==> config.mk <==
export PLATFORM = sky130hd
export DESIGN_NAME = alu_arbiter
export DESIGN_NICKNAME = d
export VERILOG_FILES = /design/src/rtl/alu_arbiter.sv
export SDC_FILE = /design/constraint.sdc
export NUM_CORES = 1
export LEC_CHECK = 0
export ABC_AREA = 1
export CAP_MARGIN = 10
export CELL_PAD_IN_SITES_DETAIL_PLACEMENT = 0
export CELL_PAD_IN_SITES_GLOBAL_PLACEMENT = 1
export CORE_AREA = 2 2 210 212
export DETAILED_ROUTE_END_ITERATION = 12
export DIE_AREA = 0 0 212 214
export PLACE_DENSITY_LB_ADDON = 0.1
export SYNTH_ARGS = -nofsm -noshare
export SYNTH_HDL_FRONTEND = slang
export SYNTH_SLANG_ARGS = --single-unit
==> constraint.sdc <==
create_clock -name clk -period 2.5 [get_ports clk]
set_input_delay 0.75 -clock clk [delete_from_list [all_inputs] [get_ports clk]]
set_output_delay 0.75 -clock clk [all_outputs]
set_load 0.01 [all_outputs]
==> src/rtl/alu_arbiter.sv <==
// alu_arbiter: shares one external combinational 64-bit ALU between two
// requesters. A round-robin winner's operation is registered onto the ALU
// inputs, held for SETTLE_CYCLES cycles so the gate-level ALU resolves, then
// the result and flags are captured into a response register. The
// architectural NZVC register is updated by ops that request it.
module alu_arbiter #(
    parameter int WIDTH         = 64,
    parameter int SETTLE_CYCLES = 2     // must be >= 1
) (
    input  logic             clk,
    input  logic             reset,          // asynchronous, active-low

    input  logic             req0_valid,
    output logic             req0_ready,
    input  logic [WIDTH-1:0] req0_a,
    input  logic [WIDTH-1:0] req0_b,
    input  logic [2:0]       req0_cntrl,
    input  logic             req0_setflags,

    input  logic             req1_valid,
    output logic             req1_ready,
    input  logic [WIDTH-1:0] req1_a,
    input  logic [WIDTH-1:0] req1_b,
    input  logic [2:0]       req1_cntrl,
    input  logic             req1_setflags,

    output logic             rsp_valid,
    input  logic             rsp_ready,
    output logic             rsp_id,
    output logic [WIDTH-1:0] rsp_result,
    output logic [3:0]       rsp_nzvc,

    output logic [WIDTH-1:0] alu_a,
    output logic [WIDTH-1:0] alu_b,
    output logic [2:0]       alu_cntrl,
    input  logic [WIDTH-1:0] alu_result,
    input  logic             alu_negative,
    input  logic             alu_zero,
    input  logic             alu_overflow,
    input  logic             alu_carry_out,

    output logic [3:0]       flags_nzvc,
    output logic             busy
);

    // Settle counter is loaded with SETTLE_CYCLES-1; keep at least one bit.
    localparam int              CNT_W    = (SETTLE_CYCLES > 1) ? $clog2(SETTLE_CYCLES) : 1;
    localparam logic [CNT_W-1:0] CNT_LOAD = CNT_W'(SETTLE_CYCLES - 1);

    typedef enum logic [1:0] {
        IDLE = 2'd0,
        EXEC = 2'd1,
        RESP = 2'd2
    } state_t;

    state_t           state_reg;
    state_t           state_next;
    logic             last_grant_reg;
    logic             id_reg;
    logic             setflags_reg;
    logic [CNT_W-1:0] cnt_reg;

    logic             grant;
    logic             accept;
    logic             capture;
    logic             release_rsp;

    // Round-robin choice: a lone requester wins; on a tie the one that was
    // not served last wins, so neither side can starve.
    always_comb begin
        grant = 1'b0;
        if (req0_valid && req1_valid) begin
            grant = ~last_grant_reg;
        end else if (req1_valid) begin
            grant = 1'b1;
        end
    end

    // Readies are forced low while reset is asserted, even though the state
    // register already reads IDLE during reset.
    assign req0_ready = reset && (state_reg == IDLE) && req0_valid && !grant;
    assign req1_ready = reset && (state_reg == IDLE) && req1_valid &&  grant;
    assign busy       = (state_reg != IDLE);

    // State register.
    always_ff @(posedge clk or negedge reset) begin
        if (!reset) begin
            state_reg <= IDLE;
        end else begin
            state_reg <= state_next;
        end
    end

    // Next-state logic and per-cycle control strobes.
    always_comb begin
        state_next  = state_reg;
        accept      = 1'b0;
        capture     = 1'b0;
        release_rsp = 1'b0;
        case (state_reg)
            IDLE: begin
                if (req0_ready || req1_ready) begin
                    accept     = 1'b1;
                    state_next = EXEC;
                end
            end
            EXEC: begin
                if (cnt_reg == '0) begin
                    capture    = 1'b1;
                    state_next = RESP;
                end
            end
            RESP: begin
                if (rsp_valid && rsp_ready) begin
                    release_rsp = 1'b1;
                    state_next  = IDLE;
                end
            end
            default: state_next = IDLE;
        endcase
    end

    // Operation latch: ALU inputs are loaded only on accept and otherwise
    // hold, so they stay stable through EXEC/RESP and keep the last op in IDLE.
    always_ff @(posedge clk or negedge reset) begin
        if (!reset) begin
            alu_a        <= '0;
            alu_b        <= '0;
            alu_cntrl    <= '0;
            id_reg       <= 1'b0;
            setflags_reg <= 1'b0;
        end else if (accept) begin
            alu_a        <= grant ? req1_a        : req0_a;
            alu_b        <= grant ? req1_b        : req0_b;
            alu_cntrl    <= grant ? req1_cntrl    : req0_cntrl;
            id_reg       <= grant;
            setflags_reg <= grant ? req1_setflags : req0_setflags;
        end
    end

    // Settle counter: loaded on accept, counts down while the ALU resolves.
    always_ff @(posedge clk or negedge reset) begin
        if (!reset) begin
            cnt_reg <= '0;
        end else if (accept) begin
            cnt_reg <= CNT_LOAD;
        end else if ((state_reg == EXEC) && (cnt_reg != '0)) begin
            cnt_reg <= cnt_reg - 1'b1;
        end
    end

    // Response register and round-robin history, written when the ALU output
    // is sampled; the response is dropped once the consumer takes it.
    always_ff @(posedge clk or negedge reset) begin
        if (!reset) begin
            rsp_valid      <= 1'b0;
            rsp_id         <= 1'b0;
            rsp_result     <= '0;
            rsp_nzvc       <= '0;
            last_grant_reg <= 1'b1;
        end else if (capture) begin
            rsp_valid      <= 1'b1;
            rsp_id         <= id_reg;
            rsp_result     <= alu_result;
            rsp_nzvc       <= {alu_negative, alu_zero, alu_overflow, alu_carry_out};
            last_grant_reg <= id_reg;
        end else if (release_rsp) begin
            rsp_valid      <= 1'b0;
        end
    end

    // Architectural NZVC: only flag-setting ops update it, on the sample edge.
    always_ff @(posedge clk or negedge reset) begin
        if (!reset) begin
            flags_nzvc <= '0;
        end else if (capture && setflags_reg) begin
            flags_nzvc <= {alu_negative, alu_zero, alu_overflow, alu_carry_out};
        end
    end

endmodule

* Word-level counts from Yosys, hierarchy flattened
Cells that the tools add are included.
** Cells by class
- Add/sub/neg operators :: 1
- Equal/unequal tests :: 5
- Multiplexer cells :: 20
- Bitwise gates (word level) :: 1
- Reductions and logical operators :: 16
** Operators with widths (number)
- two-way mux 64 bit :: 2
- two-way mux 1 bit :: 13
- logical AND 1 bit :: 9
- two-way mux 2 bit :: 3
- one-hot mux 2 bit (3 select lines) :: 1
- nonzero test 2 bit :: 3
- inequality test 2 bit (second input constant) :: 2
- two-way mux 3 bit :: 1
- AND reduction 3 bit :: 1
- equality test 2 x 1 -> 1 bit (second input constant) :: 1
- equality test 2 bit (second input constant) :: 1
- logical NOT 2 bit :: 1
- inequality test 2 x 1 -> 1 bit (second input constant) :: 1
- logical NOT 1 bit :: 1
- logical OR 1 bit :: 1
- NOT 1 bit :: 1
- subtractor 1 bit (second input constant) :: 1
** Word-level totals
- Register bits after elaboration :: 211
- Bits of input ports :: 337
- Logic and storage cells :: 56

* Longest topological paths before layout
- Word-level depth :: 8
- Gate-level depth with buffers :: 9
- Mapped depth without buffers :: 6

* Worst setup path before layout
Ideal clock, no wire load.
- Kind :: in2out
- Start point :: in req1_valid
- End point :: out req0_ready
- Data arrival time :: 1628 ps
- Path slack :: 122 ps
- Stages :: 5
- Cell sequence :: buf_4 -> nand2_2 -> buf_4 -> buf_4 -> nor3b_1
** Between the ends
- Longest elaborated chain between the ends :: 4
** RTL lines
- start, declared :: line 20 : input logic req1_valid,
- two-way mux 1 bit or logical AND 1 bit (tied branches) :: line 74, 72
- two-way mux 1 bit (*) :: line 72 : if (req0_valid && req1_valid) begin
- logical NOT 1 bit (*) :: line 81 : assign req0_ready = reset && (state_reg == IDLE) && req0_valid && !grant;
- logical AND 1 bit (*) :: line 81
- end, declared :: line 14 : output logic req0_ready,
Mark *: on every way between the ends. The rest lies on a longest branch, timed or not.

* Final worst setup path
- Start point :: reg state_reg[1]
- End point :: out req1_ready
** Between the ends
- Longest elaborated chain between the ends :: 4
** RTL lines
- start, declared :: line 56 : state_t state_reg;
- start signal, assigned :: line 90 : state_reg <= state_next;
- logical NOT 2 bit :: line 82 : assign req1_ready = reset && (state_reg == IDLE) && req1_valid && grant;
- logical AND 1 bit (3 in series) :: line 82
- end, declared :: line 21 : output logic req1_ready,
No other way between the ends.

==> flow_summary.ini <==
[min_path]
min_path_type = input port to async pin

[critical_path]
cp-end-kind = output port
path_class = flip-flop to output port
startpoint_type = flip-flop
worstReg2RegStart = last_grant_reg
cp.required_ps = 1750
reg2reg_slack_ps = 390
timing.rr.end = alu_a[4]
reg2regPathDepth = 8
cp_max_fo = 4
cp.arrival_ps = 1650

[logic_synthesis]
syn_inst = 1342
ys_top_cells_by_area = dfrtp_1 53%, nand2_1 34%, nand3_1 7.1%
yosysMostFrequentCell = nand2_1
synth_edf_count = 0
seq_area_frac_synth = 0.536
syn-cell-area_um2 = 9860
synth_top_cell_by_area = dfrtp_1
avgSynthCellArea_um2 = 7.35
ys_types = 16
synthTopCellsByCount = 889 x nand2_1, 210 x dfrtp_1, 139 x nand3_1
yosys_warnings = 0
synth_top_area_share = 0.533
ys.flop_type = dfrtp_1
async_flop_share = 1.00
ys_seq_elements = 211
syn_nets = 1679

[clock_network]
cts_max_path_buffers = 3
cts_tree = built
htree_levels = 1
cts_root_buffer = clkbuf_16
cts_num_sinks = 211
cts.clk_slew.worst_paths_ps = 60
cts_made_buffers = 28
clock_latency_ps = 550

[power_and_ir_drop]
vdd_drop_max_uv = 517
leakagePower_nw = 8.39
power.density_nw_per_um2 = 1110

[routing]
ant_nets = 0
via_per_inst = 4.16
drt-total-wl_mm = 43.3
firstDrtPassIters = 4
route.detailed.wl_per_inst_um = 17.6
drt_iter0_markers = 461
drc_errors = 0
num_vias = 10300

[sta]
max_slew.worst_pin.slew_ps = 835
final_max_slew_viol_count = 0
rsz0062_at_grt = false
finalHoldViolCount = 0
finalSetupViolCount = 0
fmax_ghz = 0.417
fin_skew_ps = 8.54
fin_tns_setup_ps = 0
min_period_over_period = 0.958
relSlewSlack = 0.443
min_period_ps = 2400

[floorplanning]
start_util = 0.230
fp.dieArea_um2 = 45400
die_h_um = 214
ios = 545
num_rows = 76
design.core.area_um2 = 42900
dieWidth_um = 212

[cells_and_area]
reg_top3 = alu_a (64), alu_b (64), rsp_result (64)
design_area_um2 = 17000
instances_no_fill = 2467
drive_gt1_frac = 0.0463
fin_nets = 2202
synthToLayoutAreaGrowth_pct = 71.9

[placement]
place_area_um2 = 16100
gp_congestion = 0.781
portBuffers = 544
dp_hpwl_mm = 31.1
place_inst = 2420

[grt]
grt_first_pass_wirelength_mm = 65.2
grt_pass1_vias = 10600
overflow = 0
antenna_found_initial = 7
grt_max_degree = 133
grt_use_total = 0.188

[flow_run]
cap_violations = 0

[run_status]
status = complete, no violations
-- worst max-delay path, cell delays in order (launching register included) --
cell and delay, ps:
dfrtp_1 400, nor2_1 160, nand2_2 160, nor2_1 120, clkdlybuf4s15_2 270
-- per-stage QoR --
step	total power, mW	hold slack, ps	setup WS (ps)	util
after global routing	20.3	259	0.240	0.395
after floorplan	9.60	443	122	-
after CTS	19.2	242	24.9	0.395
after detailed placement	15.2	457	-398	0.375
after global placement	15.2	453	-395	0.375
final	18.8	242	104	0.395
-- layer usage --
metal	up-vias	routed length (um)	part of all wire	GRT usage
li1	5158	-	-	-
met4	6	1040	0.024	0.0592
met3	60	3880	0.090	0.0623
met2	344	21000	0.48	0.322
met5	-	38	0.00088	0
met1	4699	17400	0.40	0.221
-- cells by family (layout without fill, tap and decap cells) --
family,after synthesis,count (layout),synth area share
and+or+nand+nor,1034,1034,0.413
DFF,211,211,0.536
AOI/OAI and AO/OA,2,2,0.00101
buffers and inverters,95,632,0.0508
other,0,3,0
-- cell type report --
class	instances	area (um2)
inverter	8	30.0
clock buffer	41	821
sequential	211	5280
antenna	3	7.51
fill	4446	25900
tap	585	732
clock inverter	3	40.0
multi-input combinational	1036	4110
timing repair buffer	580	5930
-- report_power, final --
part	internal, mW	leakage [nW]	switching (mW)
combinational	4.54	5.34	4.37
sequential	5.14	2.63	0.936
clock	2.33	0.424	1.52
total	12.0	8.39	6.82
-- cells in the final DEF, fill, tap and decap left out, drive strengths merged, types with 2 or more instances in the layout --
cell type,count
o21ai,2
clkbuf,41
clkinv,2
nand3,139
nor2,4
buf,39
diode,3
dfrtp,210
inv,8
clkdlybuf4s50,538
nand2,890
-- worst max-delay path by stage --
| stage | from | cells after the start | endpoint | slack (ps) |
|---|---|---|---|---|
| finish | state_reg[1] | 4 | req1_ready | 100 |
| global route | state_reg[0] | 4 | req1_ready | 0.2 |
| CTS | req0_valid | 5 | req1_ready | 20 |
| detailed placement | req0_valid | 5 | req0_ready | -400 |
| global placement | req0_valid | 5 | req0_ready | -400 |
| floorplan | req1_valid | 5 | req0_ready | 120 |
-- what timing repair did --
item,4_1_cts,5_1_grt
setup buffers,0,0
resized for setup,9,1
hold buffers,0,0
endpoints found under the setup margin,3,2
No activity file was read; power rests on OpenSTA's default activity.
